$ cat config.mk
export PLATFORM = sky130hd
export DESIGN_NAME = layer_sequencer_flat
export DESIGN_NICKNAME = d
export VERILOG_FILES = /design/src/rtl/layer_sequencer_if.sv /design/src/rtl/layer_sequencer.sv /design/src/flat_wrapper.sv
export SDC_FILE = /design/constraint.sdc
export NUM_CORES = 1
export LEC_CHECK = 0
export CAP_MARGIN = 20
export CORE_MARGIN = 5
export CORE_UTILIZATION = 48
export CTS_BUF_LIST = sky130_fd_sc_hd__clkbuf_4 sky130_fd_sc_hd__clkbuf_8 sky130_fd_sc_hd__clkbuf_16
export DETAILED_ROUTE_END_ITERATION = 16
export PLACE_DENSITY_LB_ADDON = 0.2
export SLEW_MARGIN = 15
export SYNTH_ARGS = -nofsm -noshare
export SYNTH_HDL_FRONTEND = slang
export SYNTH_SLANG_ARGS = --single-unit
$ cat constraint.sdc
create_clock -name clk -period 1.9 [get_ports clk]
set_input_delay 0.285 -clock clk [delete_from_list [all_inputs] [get_ports clk]]
set_output_delay 0.285 -clock clk [all_outputs]
set_load 0.1 [all_outputs]
$ cat src/rtl/layer_sequencer_if.sv
// Control bundle between the top-level controller (master) and the layer
// sequencer (slave): run request, counts, DMA/filter completions and the
// sequencer's status pulses and indices.
interface layer_sequencer_if #(
    parameter int FILTER_W = 3,
    parameter int LAYER_W  = 3
);
    logic                start;
    logic [LAYER_W-1:0]  layersNumber;
    logic [FILTER_W-1:0] filtersNumber;
    logic                dmaFinish;
    logic                filterFinish;
    logic                loadConfig;
    logic                startFilterConv;
    logic                layerDone;
    logic                finish;
    logic                busy;
    logic [LAYER_W-1:0]  layerIndex;
    logic [FILTER_W-1:0] filterIndex;

    modport master (
        output start, layersNumber, filtersNumber, dmaFinish, filterFinish,
        input  loadConfig, startFilterConv, layerDone, finish, busy,
               layerIndex, filterIndex
    );

    modport slave (
        input  start, layersNumber, filtersNumber, dmaFinish, filterFinish,
        output loadConfig, startFilterConv, layerDone, finish, busy,
               layerIndex, filterIndex
    );
endinterface

$ cat src/rtl/layer_sequencer.sv
// Multi-layer controller: for each layer request a configuration load, then
// pulse one start per filter and wait for its completion. Moore outputs only.
//
// Handshake: loadConfig is a level held for the whole LOAD state and the DMA
// answers with dmaFinish, which is honoured only in LOAD. startFilterConv is
// a one-cycle request and filterFinish, honoured only in CONV_WAIT, closes
// it. Completions seen in any other state are ignored.
module layer_sequencer #(
    parameter int FILTER_W = 3,
    parameter int LAYER_W  = 3
) (
    input  logic                    clk,
    input  logic                    resetState,
    layer_sequencer_if.slave        bus,
    output logic [2:0]              state_dbg
);

    typedef enum logic [2:0] {
        S_IDLE       = 3'd0,
        S_LOAD       = 3'd1,
        S_CONV_START = 3'd2,
        S_CONV_WAIT  = 3'd3,
        S_END_LAYER  = 3'd4,
        S_DONE       = 3'd5
    } state_t;

    state_t              state_q, state_d;
    logic [LAYER_W-1:0]  layer_total_q, layer_total_d;
    logic [LAYER_W-1:0]  layer_idx_q, layer_idx_d;
    logic [FILTER_W-1:0] filter_total_q, filter_total_d;
    logic [FILTER_W-1:0] filter_idx_q, filter_idx_d;

    // Last-index compares run against latched totals; the totals are
    // nonzero whenever these are consulted, so the minus one cannot wrap.
    logic last_filter;
    logic last_layer;
    assign last_filter = (filter_idx_q == filter_total_q - FILTER_W'(1));
    assign last_layer  = (layer_idx_q == layer_total_q - LAYER_W'(1));

    // State and counter registers with synchronous reset.
    always_ff @(posedge clk) begin
        if (resetState) begin
            state_q        <= S_IDLE;
            layer_total_q  <= '0;
            layer_idx_q    <= '0;
            filter_total_q <= '0;
            filter_idx_q   <= '0;
        end else begin
            state_q        <= state_d;
            layer_total_q  <= layer_total_d;
            layer_idx_q    <= layer_idx_d;
            filter_total_q <= filter_total_d;
            filter_idx_q   <= filter_idx_d;
        end
    end

    // Next state and counter updates.
    always_comb begin
        state_d        = state_q;
        layer_total_d  = layer_total_q;
        layer_idx_d    = layer_idx_q;
        filter_total_d = filter_total_q;
        filter_idx_d   = filter_idx_q;
        case (state_q)
            S_IDLE: begin
                if (bus.start) begin
                    layer_total_d = bus.layersNumber;
                    layer_idx_d   = '0;
                    state_d       = (bus.layersNumber == '0) ? S_DONE : S_LOAD;
                end
            end
            S_LOAD: begin
                if (bus.dmaFinish) begin
                    filter_total_d = bus.filtersNumber;
                    filter_idx_d   = '0;
                    state_d = (bus.filtersNumber == '0) ? S_END_LAYER : S_CONV_START;
                end
            end
            S_CONV_START: begin
                state_d = S_CONV_WAIT;
            end
            S_CONV_WAIT: begin
                if (bus.filterFinish) begin
                    if (last_filter) begin
                        state_d = S_END_LAYER;
                    end else begin
                        filter_idx_d = filter_idx_q + FILTER_W'(1);
                        state_d      = S_CONV_START;
                    end
                end
            end
            S_END_LAYER: begin
                if (last_layer) begin
                    state_d = S_DONE;
                end else begin
                    layer_idx_d = layer_idx_q + LAYER_W'(1);
                    state_d     = S_LOAD;
                end
            end
            S_DONE: begin
                if (!bus.start) begin
                    state_d = S_IDLE;
                end
            end
            default: begin
                state_d = S_IDLE;
            end
        endcase
    end

    // Outputs decoded purely from registered state and counters.
    always_comb begin
        bus.loadConfig      = (state_q == S_LOAD);
        bus.startFilterConv = (state_q == S_CONV_START);
        bus.layerDone       = (state_q == S_END_LAYER);
        bus.finish          = (state_q == S_DONE);
        bus.busy            = (state_q != S_IDLE);
        bus.layerIndex      = layer_idx_q;
        bus.filterIndex     = filter_idx_q;
        state_dbg           = state_q;
    end

endmodule

$ cat src/flat_wrapper.sv
// flat-port wrapper written by rule: the top's interface ports become plain ports
module layer_sequencer_flat 
#(
    parameter int FILTER_W = 3,
    parameter int LAYER_W  = 3
)
  (clk, resetState, state_dbg, bus_start, bus_layersNumber, bus_filtersNumber, bus_dmaFinish, bus_filterFinish, bus_loadConfig, bus_startFilterConv, bus_layerDone, bus_finish, bus_busy, bus_layerIndex, bus_filterIndex);
  layer_sequencer_if #(.FILTER_W(FILTER_W), .LAYER_W(LAYER_W)) bus_i ();
  input  logic clk;
  input  logic resetState;
  output logic [2:0] state_dbg;
  input wire logic [$bits(bus_i.start)-1:0] bus_start;
  input wire logic [$bits(bus_i.layersNumber)-1:0] bus_layersNumber;
  input wire logic [$bits(bus_i.filtersNumber)-1:0] bus_filtersNumber;
  input wire logic [$bits(bus_i.dmaFinish)-1:0] bus_dmaFinish;
  input wire logic [$bits(bus_i.filterFinish)-1:0] bus_filterFinish;
  output wire logic [$bits(bus_i.loadConfig)-1:0] bus_loadConfig;
  output wire logic [$bits(bus_i.startFilterConv)-1:0] bus_startFilterConv;
  output wire logic [$bits(bus_i.layerDone)-1:0] bus_layerDone;
  output wire logic [$bits(bus_i.finish)-1:0] bus_finish;
  output wire logic [$bits(bus_i.busy)-1:0] bus_busy;
  output wire logic [$bits(bus_i.layerIndex)-1:0] bus_layerIndex;
  output wire logic [$bits(bus_i.filterIndex)-1:0] bus_filterIndex;
  assign bus_i.start = bus_start;
  assign bus_i.layersNumber = bus_layersNumber;
  assign bus_i.filtersNumber = bus_filtersNumber;
  assign bus_i.dmaFinish = bus_dmaFinish;
  assign bus_i.filterFinish = bus_filterFinish;
  assign bus_loadConfig = bus_i.loadConfig;
  assign bus_startFilterConv = bus_i.startFilterConv;
  assign bus_layerDone = bus_i.layerDone;
  assign bus_finish = bus_i.finish;
  assign bus_busy = bus_i.busy;
  assign bus_layerIndex = bus_i.layerIndex;
  assign bus_filterIndex = bus_i.filterIndex;
  layer_sequencer #(.FILTER_W(FILTER_W), .LAYER_W(LAYER_W)) u_core (.clk(clk), .resetState(resetState), .bus(bus_i), .state_dbg(state_dbg));
endmodule
Word level (Yosys, flattened, before mapping)
Index checks and enable logic that the tools add are counted.

Register bits: 15. Input port bits: 11. Output and inout port bits: 14. Logic and storage cells: 49.

Add/subtract/negate cells: 4. Equality and inequality tests: 13. Multiplexer cells: 16. Reduce and logical (&&, ||, !) cells: 11.

Operator list (number): two-way mux 3 bit (13); case mux 3 bit (6 select lines) (1); inequality test 2 bit (second input constant) (6); case mux 3 bit (2 select lines) (2); logical NOT 3 bit (3); AND reduction 4 bit (2); adder 3 x 1 -> 3 bit (second input constant) (2); == test 3 x 2 -> 1 bit (second input constant) (2); == test 3 bit (2); == test 3 bit (second input constant) (2); subtractor 3 x 1 -> 3 bit (second input constant) (2); AND reduction 2 bit (2); nonzero test 2 bit (2); == test 3 x 1 -> 1 bit (second input constant) (1); AND reduction 3 bit (1); nonzero test 3 bit (1).

Longest topological paths before layout
Gate-level depths: netlist of run 1.

Word-level depth: 5. Gate-level depth with buffers: 6. Depth with buffers taken out: 6.

Worst setup path after synthesis of run 1
Ideal clock, no wire load.

Path type: register -> register. Start point: register u_core.state_q[1] (netlist: u_core.state_dbg[1]). End point: register u_core.state_q[1] (netlist: u_core.state_dbg[1]). Library setup time: 0.077 ns. Arrival time: 3.820 ns. Data required time: 1.823 ns. Path slack: -1.997 ns. Stages on the path, launching flop included: 5. Path buffers: 0. Clock period less this slack: 3.897 ns. Path through: dfxtp_1 > inv_1 > nor3_1 > o21ai_1 > a31oi_1.

RTL lines: from (decl) (RTL line layer_sequencer.sv:27) `state_t state_q, state_d;`; from (signal assigned) (RTL line layer_sequencer.sv:49) `state_q <= state_d;`; == test 3 x 2 -> 1 bit; net bus_startFilterConv (RTL line flat_wrapper.sv:18) `output wire logic [$bits(bus_i.startFilterConv)-1:0] bus_startFilterConv;`; case mux 3 bit (6 select lines) (RTL line layer_sequencer.sv:64) `case (state_q)`.

The timed path passes the listed nets, and every way through them passes these cells. A chain may end at the register's enable or synchronous reset.

Worst setup path in the final report of run 1
Start point: register u_core.state_q[0] (netlist: u_core.state_dbg[0]). End point: output bus_loadConfig.

Cells in the longest elaborated chain, start to end: 1.

Ends and longest elaborated chain: == test 3 x 1 -> 1 bit (RTL line layer_sequencer.sv:113) `bus.loadConfig = (state_q == S_LOAD);`; to (decl) (RTL line flat_wrapper.sv:17) `output wire logic [$bits(bus_i.loadConfig)-1:0] bus_loadConfig;`.

No other way between the ends.

==> results of run 1 <==
## layout make-up
cell class / count / area, um^2 / share of cell area, %
inverters: 6 / 22.52 / 1.639
clock inverters: 1 / 5.005 / 0.3643
well taps: 27 / 33.78 / 2.459
repair buffers: 26 / 320.3 / 23.32
flip-flops and latches: 15 / 311.5 / 22.68
multi-input cells: 88 / 658.1 / 47.91
clock buffers: 3 / 22.52 / 1.639
## cells in the final DEF (no fill, tap or decap), types with 3 or more instances in the layout
master / n
clkdlybuf4s50_1: 10
nor2_1: 14
xor2_1: 4
dfxtp_2: 3
buf_4: 8
nand2_1: 5
buf_12: 8
ha_1: 4
nor3_1: 5
mux2i_1: 5
nand3_1: 3
or3_1: 4
clkbuf_4: 3
inv_1: 6
nand2b_1: 3
dfxtp_1: 10
a21oi_1: 8
## sequential cells by signal (all words and copies together) (netlist names)
register and cells:
u_core.filter_total_q 3, u_core.bus.layerIndex 3, u_core.layer_total_q 3, u_core.bus.filterIndex 3
u_core.state_dbg 3
## synthesized netlist by cell type, types with 2 or more instances
cell,count,area share [%]
a21oi_1,8,4.1
dfxtp_1,15,30
ha_1,4,5.1
inv_1,6,2.3
mux2i_1,5,5.1
nand2_1,5,1.9
nand2b_1,3,1.9
nand3_1,3,1.5
nand4_1,2,1.3
nor2_1,15,5.7
nor3_1,6,3.0
nor4_1,2,1.3
o21ai_0,2,1.0
o21ai_1,2,1.0
or3_1,5,3.2
xnor2_1,2,1.8
xor2_1,4,3.6
## worst max-delay path: stages (launching register included)
cell and delay (ns):
dfxtp_2 0.58, nand2b_1 0.26, nor2_4 0.16, buf_12 0.18
## through the flow
step,utilization [%],area (um^2),total power (W),worst slack (ns)
floorplan,-,1025,0.0008098,-0.2951
global placement,68.62,1346,0.0009784,0.1785
detailed placement,68.62,1346,0.0009892,0.1637
CTS,70.03,1374,0.001178,0.1446
global route,70.03,1374,0.001234,0.03823
finish,70.03,1374,0.001171,0.1422
## cells by family after synthesis
kind of cell               after synthesis  share of synthesized area [%]
adders and majority gates                4                          5.083
xor gates and xnor gates                 8                          10.04
AOI/OAI and AO/OA                       21                          14.11
DFF                                     15                          30.50
buffers and inverters                   11                          5.590
muxes                                    5                          5.083
and+or+nand+nor                         50                          29.61
## per-layer routing
metal	global-route usage, %	share of wire, %	up-vias
met3	3.497	4.2	9
met4	9.722	3.8	0
li1	-	-	460
met2	30.41	54	18
met5	0	0	-
met1	16.00	38	421
## power breakdown
group	internal, W	switching (W)
registers	0.000341	0.0000635
logic	0.000219	0.000355
clock network	0.0000783	0.000114
## worst min-delay path by stage
stage / startpoint / endpoint / slack, ns
global route: u_core.bus.filterIndex[2] / u_core.bus.filterIndex[2] / 0.54
detailed placement: u_core.bus.filterIndex[2] / u_core.bus.filterIndex[2] / 0.49
finish: u_core.bus.filterIndex[2] / u_core.bus.filterIndex[2] / 0.50
floorplan: resetState / u_core.bus.layerIndex[2] / 0.36
CTS: u_core.bus.filterIndex[2] / u_core.bus.filterIndex[2] / 0.50
global placement: u_core.bus.filterIndex[2] / u_core.bus.filterIndex[2] / 0.47
==> results.md, run 1 <==
* Hold depth at 2
* Mapped Area at 984.7 um^2
* GRT overflow at 0
* Layout cell share with drive strength beyond 1 at 25.18%
* Max Freq at 568.9 MHz
* Critical Path Start: u_core.state_dbg[0]
* Worst Hold Class: flip-flop to flip-flop
* Tot GR Track Use at 16.22%
* Max Buffers Root-to-Sink at 2
* Num rows at 16
* Die ar. at approximately 0.003 mm^2
* Fin crit period at 1.758 ns
* # hold bufs at CTS at 0
* FF+latch count, synth at 15
* Post-synthesis async set-or-reset flop share at 0%
* Critical R2R Launch: u_core.layer_total_q[0]
* Die Y at approximately 55 um
* Clock Skews at roughly 0.0097 ns
* Final hold violation count at 0
* Clk pin slew, worst setup/hold paths at 0.10 ns
* Fin Setup TNS at 0 ns
* Reg2reg end: u_core.bus.layerIndex[1]
* CP Class: flip-flop to output port
* Total CTS buffers at 3
* Vias in the first global route at 941
* Initial antenna violation count at 0
* Initial Util at 50.19%
* Outcome: finished, final reports clean
* Root buffer cell: clkbuf_4
* Ports at 25
* Mean routed wirelength per cell at 13.75 um
* Total Routed Length at approximately 2300 um
* CP Data Required Time at approximately 1.6 ns
* Later-pin clock latency in the skew report at 0.29 ns
* R2R depth at 6
* Drt drc at 0
* Diodes inserted at 0
* Final antenna-violating net count at 0
* Die Wd at ~55 um
* Sink Count at 15
* Leak at roughly 0.54 nW
* Fin nets at 155
* Worst slew margin at 66.32%
* Peak VDD IR at 0.0006373 V
* Placeable Area at 0.001962 mm^2
* Iter 0 DRT Violations at 15
* Port Buf Inserts at 24
* Arrival time worst endpoint at between 1 and 1.5 ns
* Vias/cell at 5.470
* Postcts setup bufs at 0
* Hold_ws at 0.4987 ns
* Crit Path Max Fanout at 17
* Worst-Margin Slew at approximately 0.50 ns
* Yosys warning total at 0
* Max Cap Violations at 0
* Post-Syn Area per Cell at 8.638 um^2
* Post-route insts no fill at approximately 170
* Fill cell total of the finished layout at 185
* Flop-to-flop setup slack at 0.23 ns
* CTS resizes at 0
* Max H-tree Level at 1
* Hpwl dp at 1834 um
* Pin count of the biggest net entering global routing at 18
* Unrepaired setup endpoints after global routing: no
* DR vias at between 900 and 1000
* Placer Congestion at 0.7895
* EDFF count, synth at 0
* First-pass GRT wire length at about 4000 um
* CP endpoint: bus_loadConfig
* Synth Instances at 114
* Seq/Total Area, Yosys at 30.50%
* Final setup violation count at 0
* Crit path capture type: output port
* DR pass1 iterations at 4
* Area Growth Syn to Fin at 39.52%
* Synth cell types at 42
* Top FF cell, synth: dfxtp_1
* PwrDens at 852.1 mW/mm^2
* CTS tree: done
* Final period util at 92.52%
* Final Slew Violations at 0
* Post-Syn Nets at around 130
* Startpoint Class: flip-flop
* DP Cell Count at 162
No activity file was read; power rests on OpenSTA's default activity.
==> run 2: changes to the inputs <==
--- a/config.mk
+++ b/config.mk
@@ -10,7 +10,8 @@
 export CORE_UTILIZATION = 48
 export CTS_BUF_LIST = sky130_fd_sc_hd__clkbuf_4 sky130_fd_sc_hd__clkbuf_8 sky130_fd_sc_hd__clkbuf_16
 export DETAILED_ROUTE_END_ITERATION = 16
-export PLACE_DENSITY_LB_ADDON = 0.2
+export MAX_ROUTING_LAYER = met4
+export PLACE_DENSITY = 0.82
 export SLEW_MARGIN = 15
 export SYNTH_ARGS = -nofsm -noshare
 export SYNTH_HDL_FRONTEND = slang
==> run 2 against run 1 <==
Worst setup slack got worse by 0.0087 ns. Sequential share of layout area barely moved. Cell area up 0.18%. Worst hold slack got worse by 0.0065 ns. Largest cell class unchanged.
==> results.md, run 2 (synthesis results as in run 1) <==
* Area Growth Syn to Fin at 39.77%
* CP Data Required Time at 1.62 ns
* Crit Path Max Fanout at 17
* Fin crit period at about 1.8 ns
* Vias/cell at 5.470
* Total power at 0.001183 W
* Max Freq at 566.1 MHz
* Later-pin clock latency in the skew report at 0.29 ns
* Peak VDD IR at 0.0006802 V
* Commonest non-fill, non-tap cells in the layout: nor2_1, clkdlybuf4s50_1, dfxtp_1
* Ports at 25
* Fin Setup TNS at 0 ns
* Mean routed wirelength per cell at 13.75 um
* Total CTS buffers at 3
* Diodes inserted at 0
* Worst-Margin Slew at about 0.53 ns
* Initial Util at 50.19%
* Critical Path Start: u_core.state_dbg[0]
* Max H-tree Level at 1
* # hold bufs at CTS at 0
* Final antenna-violating net count at 0
* Layout cell share with drive strength beyond 1 at 25.18%
* Final hold violation count at 0
* Initial antenna violation count at 0
* Flop-to-flop setup slack at 0.26 ns
* Outcome: finished, final reports clean
* Most common cell after layout, fill and taps aside: nor2_1
* Placer Congestion at 0.7608
* Postcts setup bufs at 0
* Die ar. at between 0.003 and 0.004 mm^2
* Clk pin slew, worst setup/hold paths at 0.10 ns
* CTS tree: done
* First-pass GRT wire length at 4257 um
* Vias in the first global route at about 950
* Leak at about 0.54 nW
* Max Buffers Root-to-Sink at 2
* DR pass1 iterations at 5
* Sink Count at 15
* Placeable Area at a little under 0.002 mm^2
* Total Routed Length at 2282 um
* Final Slew Violations at 0
* Crit path capture type: output port
* PwrDens at 859.8 mW/mm^2
* CP Class: flip-flop to output port
* Final setup violation count at 0
* Worst slew margin at 64.71%
* Hpwl dp at 1800 um
* Clock Skews at between 0.01 and 0.015 ns
* Arrival time worst endpoint at 1.48 ns
* Root buffer cell: clkbuf_4
* Final period util at 92.98%
* Startpoint Class: flip-flop
* Max Cap Violations at 0
* Port Buf Inserts at 24
* R2R depth at 6
* Unrepaired setup endpoints after global routing: no
* Die Y at 55.29 um
* Critical R2R Launch: u_core.layer_total_q[0]
* Num rows at 16
* DR vias at slightly above 900
* Worst Hold Class: flip-flop to flip-flop
* Fin nets at 155
* CTS resizes at 0
* Drt drc at 0
* CP endpoint: bus_loadConfig
* Reg2reg end: u_core.bus.layerIndex[0]
* Pin count of the biggest net entering global routing at 18
* Tot GR Track Use at 17.31%
* GRT overflow at 0
* Iter 0 DRT Violations at 30
* Die Wd at 55.29 um
-- run 2: changes by cell type in the layout (fill, tap and decap cells not counted) --
cell,change
clkbuf_4,+1
clkinv_2,-1
-- run 2: critical path, stage by stage, from the launching register on --
cell and delay (ns):
dfxtp_2 0.58, nand2b_1 0.26, nor2_4 0.16, buf_12 0.18
-- run 2: layer usage --
metal	share of wire, %	track usage [%]	vias to the layer above
li1	-	-	465
met1	41	18.12	410
met2	51	29.73	25
met3	5.4	4.662	8
met4	2.4	8.681	0
met5	0	-	-
-- run 2: per-stage QoR --
stage	utilization [%]	std cells	cell area (um^2)	hold WS, ns	setup WS [ns]
floorplan	-	114	1025	0.3568	-0.2951
global placement	68.62	162	1346	0.4685	0.1928
detailed placement	68.62	162	1346	0.4859	0.1521
CTS	70.15	166	1376	0.4968	0.1192
global route	70.15	166	1376	0.5318	0.01397
finish	70.15	166	1376	0.4922	0.1335
-- run 2: layout make-up --
| class | instances | area [um^2] |
|---|---|---|
| clock buffer | 4 | 30.03 |
| fill | 161 | 585.6 |
| inverter | 6 | 22.52 |
| multi-input combinational | 88 | 658.1 |
| sequential | 15 | 311.5 |
| tap | 27 | 33.78 |
| timing repair buffer | 26 | 320.3 |
-- run 2: worst min-delay path by stage --
| stage | end | start | slack, ns | cells after the start |
|---|---|---|---|---|
| 2_1_floorplan | u_core.bus.layerIndex[2] | resetState | 0.36 | 1 |
| 3_3_place_gp | u_core.bus.filterIndex[2] | u_core.bus.filterIndex[2] | 0.47 | 2 |
| 4_1_cts | u_core.bus.filterIndex[2] | u_core.bus.filterIndex[2] | 0.50 | 2 |
| 6_report | u_core.bus.filterIndex[2] | u_core.bus.filterIndex[2] | 0.49 | 2 |
| 3_5_place_dp | u_core.bus.filterIndex[2] | u_core.bus.filterIndex[2] | 0.49 | 2 |
| 5_1_grt | u_core.bus.filterIndex[2] | u_core.bus.filterIndex[2] | 0.53 | 2 |
-- run 2: power by group --
group          switching [W]  internal (W)  leakage, nW
Combinational       0.000357      0.000219        0.397
Sequential         0.0000628      0.000341        0.125
Clock               0.000108     0.0000960       0.0184
